**config.mk**
```make
export PLATFORM = sky130hd
export DESIGN_NAME = dac_sample_scheduler
export DESIGN_NICKNAME = d
export VERILOG_FILES = /design/src/rtl/dac_sample_scheduler.sv
export SDC_FILE = /design/constraint.sdc
export NUM_CORES = 1
export LEC_CHECK = 0
export ABC_AREA = 1
export BUFFER_PORTS_ARGS = -buffer_cell sky130_fd_sc_hd__buf_2
export CAP_MARGIN = 20
export CORE_ASPECT_RATIO = 0.6
export CORE_MARGIN = 3
export CORE_UTILIZATION = 31
export CTS_CLUSTER_DIAMETER = 200
export DETAILED_ROUTE_END_ITERATION = 6
export PLACE_DENSITY = 0.55
export SLEW_MARGIN = 20
export SYNTH_ARGS = -nofsm -noshare
export SYNTH_HDL_FRONTEND = slang
export SYNTH_SLANG_ARGS = --single-unit
```
**constraint.sdc**
```tcl
create_clock -name clk_in -period 2 [get_ports clk_in]
set_clock_uncertainty 0.15 [all_clocks]
set_input_delay 0.1 -clock clk_in [delete_from_list [all_inputs] [get_ports clk_in]]
set_output_delay 0.1 -clock clk_in [all_outputs]
set_load 0.01 [all_outputs]
```
**src/rtl/dac_sample_scheduler.sv**
```systemverilog
// dac_sample_scheduler
//
// Packs host bytes from the FX2 host-to-FPGA channel into big-endian frames
// of two 16-bit samples (A then B). Each frame is released to the DAC
// serializer on a programmable sample tick. Underruns are counted and a tick
// that lands while the previous pair is still unaccepted is flagged.
//
// Ports:
//   clk_in, reset          core clock, asynchronous active-low reset
//   chanAddr               currently selected FX2 channel
//   h2fData/h2fValid       host byte stream
//   h2fReady               byte accepted when high together with h2fValid
//   enable                 runs the sample tick (assembly continues while low)
//   period                 clock cycles per sample tick, 0 behaves as 1
//   smp_a/smp_b            sample pair to the serializer
//   smp_valid/smp_ready    handshake with the serializer
//   underrun_count         ticks with no complete frame, saturating
//   late                   sticky: tick arrived while smp_valid was pending
//   clr_status             synchronous clear of underrun_count and late
module dac_sample_scheduler #(
    parameter logic [6:0] CHAN_ADDR = 7'd0,
    parameter int         PERIOD_W  = 16,
    parameter int         CNT_W     = 16
) (
    input  logic                clk_in,
    input  logic                reset,
    input  logic [6:0]          chanAddr,
    input  logic [7:0]          h2fData,
    input  logic                h2fValid,
    output logic                h2fReady,
    input  logic                enable,
    input  logic [PERIOD_W-1:0] period,
    output logic [15:0]         smp_a,
    output logic [15:0]         smp_b,
    output logic                smp_valid,
    input  logic                smp_ready,
    output logic [CNT_W-1:0]    underrun_count,
    output logic                late,
    input  logic                clr_status
);

    typedef enum logic {
        ST_IDLE = 1'b0,
        ST_PEND = 1'b1
    } state_t;

    logic [1:0]          idx_q, idx_d;
    logic [31:0]         asm_q, asm_d;
    logic                frame_full_q, frame_full_d;
    logic [PERIOD_W-1:0] cnt_q, cnt_d;
    logic                tick_q, tick_d;
    state_t              state_q, state_d;
    logic [15:0]         smp_a_q, smp_a_d;
    logic [15:0]         smp_b_q, smp_b_d;
    logic [CNT_W-1:0]    underrun_q, underrun_d;
    logic                late_q, late_d;

    logic                byte_accept;
    logic                frame_take;
    logic [PERIOD_W-1:0] last_cnt;

    assign h2fReady    = (chanAddr == CHAN_ADDR) && !frame_full_q;
    assign byte_accept = h2fValid && h2fReady;
    // A frame is consumed only by a tick seen in IDLE; h2fReady is low while
    // frame_full is set, so consume and the 4th-byte set never coincide.
    assign frame_take  = (state_q == ST_IDLE) && tick_q && frame_full_q;
    // period == 0 behaves as period == 1 (tick every cycle).
    assign last_cnt    = (period == '0) ? '0 : period - PERIOD_W'(1);

    // Byte assembler: big-endian A[15:8], A[7:0], B[15:8], B[7:0].
    always_comb begin
        // NOTE: every always_comb output gets a default first, so no path
        // leaves a signal unassigned and no latch is inferred.
        idx_d        = idx_q;
        asm_d        = asm_q;
        frame_full_d = frame_full_q;
        if (byte_accept) begin
            idx_d = idx_q + 2'd1;
            case (idx_q)
                2'd0:    asm_d[31:24] = h2fData;
                2'd1:    asm_d[23:16] = h2fData;
                2'd2:    asm_d[15:8]  = h2fData;
                default: asm_d[7:0]   = h2fData;
            endcase
            if (idx_q == 2'd3) begin
                frame_full_d = 1'b1;
            end
        end
        if (frame_take) begin
            frame_full_d = 1'b0;
        end
    end

    // Tick counter. The compare is against the live period, so a period
    // lowered below cnt lets the counter run on and wrap at its maximum.
    // The tick is registered: the FSM acts on it one edge after the wrap.
    always_comb begin
        cnt_d  = cnt_q;
        tick_d = 1'b0;
        if (!enable) begin
            cnt_d = '0;
        end else if (cnt_q == last_cnt) begin
            cnt_d  = '0;
            tick_d = 1'b1;
        end else begin
            cnt_d = cnt_q + PERIOD_W'(1);
        end
    end

    // Output FSM: IDLE waits for a tick, PEND offers the pair until accepted.
    always_comb begin
        state_d    = state_q;
        smp_a_d    = smp_a_q;
        smp_b_d    = smp_b_q;
        underrun_d = underrun_q;
        late_d     = late_q;
        case (state_q)
            ST_IDLE: begin
                if (tick_q) begin
                    state_d = ST_PEND;
                    if (frame_full_q) begin
                        smp_a_d = asm_q[31:16];
                        smp_b_d = asm_q[15:0];
                    end else if (underrun_q != '1) begin
                        // Underrun: previous pair is re-offered unchanged.
                        underrun_d = underrun_q + CNT_W'(1);
                    end
                end
            end
            ST_PEND: begin
                // A tick here is dropped: nothing consumed, nothing counted.
                if (tick_q) begin
                    late_d = 1'b1;
                end
                if (smp_ready) begin
                    state_d = ST_IDLE;
                end
            end
            default: state_d = ST_IDLE;
        endcase
        // Clear has priority over a same-cycle underrun increment.
        if (clr_status) begin
            underrun_d = '0;
            late_d     = 1'b0;
        end
    end

    always_ff @(posedge clk_in or negedge reset) begin
        if (!reset) begin
            // NOTE: the assembly and sample registers are reset too; smp_a/b
            // are visible outputs with defined reset values, and the partial
            // frame must not leak into a later frame.
            idx_q        <= 2'd0;
            asm_q        <= '0;
            frame_full_q <= 1'b0;
            cnt_q        <= '0;
            tick_q       <= 1'b0;
            state_q      <= ST_IDLE;
            smp_a_q      <= '0;
            smp_b_q      <= '0;
            underrun_q   <= '0;
            late_q       <= 1'b0;
        end else begin
            // NOTE: non-blocking assignments here, so every flop samples the
            // pre-edge values computed above regardless of statement order.
            idx_q        <= idx_d;
            asm_q        <= asm_d;
            frame_full_q <= frame_full_d;
            cnt_q        <= cnt_d;
            tick_q       <= tick_d;
            state_q      <= state_d;
            smp_a_q      <= smp_a_d;
            smp_b_q      <= smp_b_d;
            underrun_q   <= underrun_d;
            late_q       <= late_d;
        end
    end

    assign smp_a          = smp_a_q;
    assign smp_b          = smp_b_q;
    assign smp_valid      = (state_q == ST_PEND);
    assign underrun_count = underrun_q;
    assign late           = late_q;

endmodule
```
Word-level counts from Yosys, hierarchy flattened

Index checks and enable logic that the tools add are counted.

Bits of input ports: 37
Register bits: 102
Output and inout port bits: 51
Word-level logic and storage cells: 67

Reductions and logical operators: 22
Bitwise gates (word level): 2
Equality and inequality tests: 7
Mux-type cells: 19
Add/sub/neg operators: 4

Operator list:

| cell                                                                  | count |
|---|---|
| 16-bit two-way mux                                                    | 8 |
| 16-bit by 1-bit adder with 16-bit output, second input constant       | 2 |
| 16-bit equality test                                                  | 1 |
| 16-bit zero test                                                      | 1 |
| 16-bit inequality test, second input constant                         | 1 |
| 16-bit by 1-bit subtractor with 16-bit output, second input constant  | 1 |
| 2-bit AND reduction                                                   | 6 |
| 1-bit two-way mux                                                     | 10 |
| 2-bit nonzero test                                                    | 5 |
| 7-bit zero test                                                       | 1 |
| 2-bit equality test, second input constant                            | 2 |
| 1-bit logical AND                                                     | 4 |
| 2-bit inequality test, second input constant                          | 2 |
| 4-bit AND reduction                                                   | 1 |
| 3-bit AND reduction                                                   | 1 |
| 3-bit OR reduction                                                    | 1 |
| 2-bit by 1-bit adder with 2-bit output, second input constant         | 1 |
| 2-bit by 1-bit equality test with 1-bit output, second input constant | 1 |
| 2-bit zero test                                                       | 1 |
| 1-bit NOT                                                             | 2 |
| 1-bit case mux with 2 select lines                                    | 1 |
| 1-bit zero test                                                       | 1 |

Logic depth before layout (Yosys ltp)

Word-level depth: 6
Gate-level depth with buffers: 16

Least setup slack after synthesis

OpenSTA, ideal clock, no wires.

Path kind: flip-flop to flip-flop
Start: reg underrun_q[0], in the netlist underrun_count[0]
End: reg underrun_q[11], in the netlist underrun_count[11]
Slack: -0.114 ns
Cell stages (with the launch flop): 12
Data arrival time: 1.832 ns
Required time: 1.718 ns
Setup time: 0.132 ns
Buffers on the path: 0
Path through: dfrtp_1 > ha_1 > nand3_1 > nor2_1 > nand2_1 > nor2_1 > nand3_1 > nand2_1 > clkinv_1 > nand3_1 > xor2_1 > nor2_1

Word-level cells in the longest chain between the ends: 6
Elaborated cells on any way between the ends: 9
Classes of those cells: add/sub (1); eq/ne (1); mux (5); reduce/logical (2)

RTL lines:

| item                                     | line | source |
|---|---|---|
| start: declaration                       | 55   | `logic [CNT_W-1:0] underrun_q, underrun_d;` |
| start signal: assignment                 | 174  | `underrun_q <= underrun_d;` |
| 16-bit by 1-bit adder with 16-bit output | 126  | `underrun_d = underrun_q + CNT_W'(1);` |
| 16-bit two-way mux                       | 124  | `end else if (underrun_q != '1) begin` |
| 16-bit two-way mux                       | 121  | `if (frame_full_q) begin` |
| 16-bit two-way mux                       | 119  | `if (tick_q) begin` |
| 16-bit two-way mux                       | 117  | `case (state_q)` |
| 16-bit two-way mux                       | 142  | `if (clr_status) begin` |

Parallel ways exist; a longest one is shown, timed or not. The select of a mux whose other input is x is not followed.
A chain may end at the register's enable or synchronous reset.

Worst setup path in the final report

Start: reg underrun_q[0], in the netlist underrun_count[0]
End: reg underrun_q[2], in the netlist underrun_count[2]

Same word-level chain as after synthesis.

==> Flow_metrics.wiki <==
{| class="wikitable"
! Metric !! Value
|-
| Number of sinks on the clock net || about 100
|-
| Total overflow reported by the global router || 0
|-
| Result of the run || finished, final reports clean
|-
| Area share of the largest cell type after synthesis || 0.5053
|-
| Max-cap check violation count || 0
|-
| Classification of the worst-slack hold path || in2async
|-
| CP top delay family || simple AND/OR/NAND/NOR gates
|-
| Vias in the first global route || about 4100
|-
| CTS tree || built
|-
| P per Cell Area || between 600 and 700 nW/µm²
|-
| Critical path start-end classification || reg2reg
|-
| CORE AREA || approximately 16000 µm²
|-
| Kind of start point of the critical path || register
|-
| Clock latency on the worst-skew pair || about 0.34 ns
|-
| Routability-driven placement congestion ratio || 0.8301
|-
| DRT antenna net count || 0
|-
| Slew at the pin closest to its max-slew limit || about 0.53 ns
|-
| Sw Pwr || ~980 µW
|-
| Cell Rows || 35
|-
| Top cell types by occurrence after synthesis || sky130_fd_sc_hd__nand2_1 (158), sky130_fd_sc_hd__dfrtp_1 (102), sky130_fd_sc_hd__inv_1 (93), sky130_fd_sc_hd__o21ai_0 (86), sky130_fd_sc_hd__nor2_1 (62)
|-
| Slack of the critical path || about 0.074 ns
|-
| Die height || approximately 100 µm
|-
| Unrepaired setup endpoints after global routing || true
|-
| Top-level I/O count || a little under 90
|-
| Post-place setup slack || -0.1354 ns
|-
| Post-synthesis sequential element count || 102
|-
| Proportion of layout cells with a drive suffix above 1 || 0.2324
|-
| Drt drc || 0
|-
| FFs w/ async S/R, synth || 1.000
|-
| DR WL/cell || 12.60 µm
|-
| Number of cells in the design after placement || ~970
|-
| Quantity of I/O buffers inserted on ports || between 80 and 90
|-
| Maximum single-stage delay on the critical path || approximately 0.38 ns
|-
| Most frequently used cell type in the post-synthesis netlist || sky130_fd_sc_hd__nand2_1
|-
| Fillers || about 1500
|-
| Seq/Total Area, Yosys || 0.5053
|-
| Initial Util || 0.3231
|-
| Router iterations before antenna repair || 4
|-
| Library cell contributing the largest single delay on the critical path || sky130_fd_sc_hd__dfrtp_1
|-
| Violation count after the first detailed-routing iteration || 240
|-
| Buffers from clock root to sink, at most || 2
|-
| Number of antenna repair diodes || 0
|-
| Sort of element at the end of the critical path || register
|-
| Critical-path cell list || ha_2 -> nand3_2 -> nor2_2 -> nand2_1 -> nor2_2 -> nand3_2 -> nand2_4 -> inv_4 -> buf_4 -> nand3_1 -> nand2_1 -> a21oi_2
|-
| Share of the clock period used by the worst path after layout || 0.9630
|-
| Post-synthesis cell type with the largest combined area || sky130_fd_sc_hd__dfrtp_1
|-
| CP Data Arrival Time || slightly above 2 ns
|-
| Clock slew at the register clock pins of the worst setup and hold paths || 0.07 ns
|-
| Max-slew violation count || 0
|-
| Maximum ir drop on the vdd rail || between 0.3 and 0.4 mV
|-
| Syn. warnings || 0
|-
| Vias after detailed routing || 4496
|-
| Combined buffer and inverter count along the critical path || 2
|-
| Endpoints failing hold || 0
|-
| Total wirelength of the detailed-routed design || between 10000 and 15000 µm
|-
| Maximum number of pins on one net before global-route repair || 65
|-
| Number of levels the H-tree was split into || 3
|-
| Global-route usage over all layers || 0.1428
|-
| Cts bufs inserted || 9
|-
| Detail Placement HPWL || about 9400 µm
|-
| Post-Syn Instances || approximately 650
|-
| Antenna violations before repair || 0
|-
| Final Net Count || 836
|-
| Worst Path Required || roughly 2.1 ns
|-
| Crit path time final || just under 2 ns
|-
| Net switching fraction of the power || 0.2406
|-
| Relative contribution of combinational cells to total power || 0.071
|-
| Most instantiated flip-flop cell in the synthesis netlist || sky130_fd_sc_hd__dfrtp_1
|-
| Via-to-Cell Ratio || around 4.5
|-
| Net Count, Synth || around 690
|-
| Cell leakage power || between 3 and 4 nW
|-
| Distinct cell type count after synthesis || 31
|-
| Worst max-slew margin expressed relative to the limit || 0.6457
|-
| Highest fanout seen on the critical path || 6
|-
| Area growth from synthesis to layout || 30.54%
|-
| Wire length of the first global-routing pass || a little over 20000 µm
|-
| Clock Root Buffer || sky130_fd_sc_hd__clkbuf_16
|-
| Final setup violating endpoints || 0
|-
| Sequential cell fraction of total power || 0.510
|-
| Highest achievable clock rate || between 500 and 600 MHz
|-
| Die Footprint || around 18000 µm²
|-
| Horiz. Die Dim || 170.8 µm
|-
| Final std cells w/o fill || 999
|-
| Number of enable-type register cells in the synthesized netlist || 0
|-
| Dominant cells by area after synthesis || sky130_fd_sc_hd__dfrtp_1 (51%), sky130_fd_sc_hd__nand2_1 (12%), sky130_fd_sc_hd__o21ai_0 (8.5%)
|-
| Average instance area after synthesis || 7.819 µm²
|-
| Clk network pwr share || 0.420
|-
| Internal Pwr Total || 3.086 mW
|-
| Area of the mapped netlist || between 5000 and 6000 µm²
|}
==> repair_timing <==
item / CTS / global route
gates resized for setup: 4 / 26
pin swaps: 0 / 19
buffers inserted: 0 / 5
setup endpoints to repair: 3 / 52
cloned: 0 / 0
endpoints found under the hold margin: 156 / 0
hold buffers: 12 / 0
==> through the flow <==
step	total power, mW	hold slack [ns]	TNS, ns	util	instance area (µm²)
finish	4.064	0.08745	0	0.4218	6594
global route	4.234	0.1257	-0.1418	0.4218	6594
CTS	4.123	0.08593	-0.01400	0.4154	6494
detailed placement	2.382	-0.07246	-1.850	0.3878	6062
global placement	2.383	-0.07452	-1.433	0.3878	6062
floorplan	2.211	-0.3456	0	-	5055
==> worst paths after layout <==
| kind | cells after the start | endpoint | slack, ns | startpoint |
|---|---|---|---|---|
| min in group clk_in | 3 | idx_q[0] | 0.10 | h2fValid |
| hold reg to reg | 2 | smp_a[12] | 0.33 | smp_a[12] |
| hold / removal | 2 | smp_valid | 0.09 | reset |
| max in group asynchronous | 3 | asm_q[15] | 1.04 | reset |
| setup / recovery | 12 | underrun_count[2] | 0.07 | underrun_count[0] |
| setup reg to reg | 12 | underrun_count[2] | 0.07 | underrun_count[0] |
==> power by group through the flow <==
stage          sequential (mW)  clock, mW  combinational, mW
2_1_floorplan             2.11          0             0.0983
3_3_place_gp              2.11          0              0.272
3_5_place_dp              2.11          0              0.271
4_1_cts                   2.07       1.76              0.290
5_1_grt                   2.07       1.83              0.332
6_report                  2.07       1.71              0.288
==> per-layer routing <==
layer | vias up | routed length [µm] | track usage
met1 | 2028 | 7096 | 0.2387
met3 | 8 | 708 | 0.03932
met2 | 101 | 4717 | 0.1791
li1 | 2359 | - | -
met5 | - | 0 | 0
met4 | 0 | 62 | 0.02257
==> state kept, by name (all words and copies together), names as in the netlist <==
signal and count:
asm_q 32, cnt_q 16, smp_a 16, smp_b 16, underrun_count 16, idx_q 2
frame_full_q 1, late 1, smp_valid 1, tick_q 1
==> kinds of logic after synthesis <==
family          after synthesis  synth area share
simple gates                310            0.2638
buf+inv                     111           0.08645
compound gates              106            0.1090
flops                       102            0.5053
xor+xnor                      9           0.01561
fa+ha+maj                     8           0.01982
==> worst register-to-register path: stages, from the launching register on <==
cell                      delay [ns]
sky130_fd_sc_hd__dfrtp_1        0.38
sky130_fd_sc_hd__ha_2           0.22
sky130_fd_sc_hd__nand3_2        0.09
sky130_fd_sc_hd__nor2_2         0.14
sky130_fd_sc_hd__nand2_1        0.09
sky130_fd_sc_hd__nor2_2         0.14
sky130_fd_sc_hd__nand3_2        0.10
sky130_fd_sc_hd__nand2_4        0.12
sky130_fd_sc_hd__inv_4          0.06
sky130_fd_sc_hd__buf_4          0.14
sky130_fd_sc_hd__nand3_1        0.06
sky130_fd_sc_hd__nand2_1        0.06
sky130_fd_sc_hd__a21oi_2        0.10
==> layout by cell type (no fill, tap or decap), drive strengths merged <==
master	count
o31ai	2
inv	96
and2	1
clkbuf	10
a21oi	12
nor3	11
or2	1
nor4	3
xor2	7
buf	138
o211ai	3
dfrtp	102
nor2	67
o21ai	86
xnor2	2
nand2	160
o21bai	2
clkinv	4
and3	1
nand3	51
nor3b	1
nand4	14
clkinvlp	1
dlygate4sd3	12
ha	8
o21a	1
==> final cells by class <==
cell class / count / area [µm²] / share of cell area
tap: 203 / 254.0 / 0.03852
clock inverter: 6 / 57.56 / 0.008729
timing repair buffer: 150 / 991.0 / 0.1503
multi-input combinational: 433 / 2138 / 0.3243
clock buffer: 10 / 239.0 / 0.03624
sequential: 102 / 2552 / 0.3871
inverter: 95 / 361.6 / 0.05484
No activity file was read; power rests on OpenSTA's default activity.
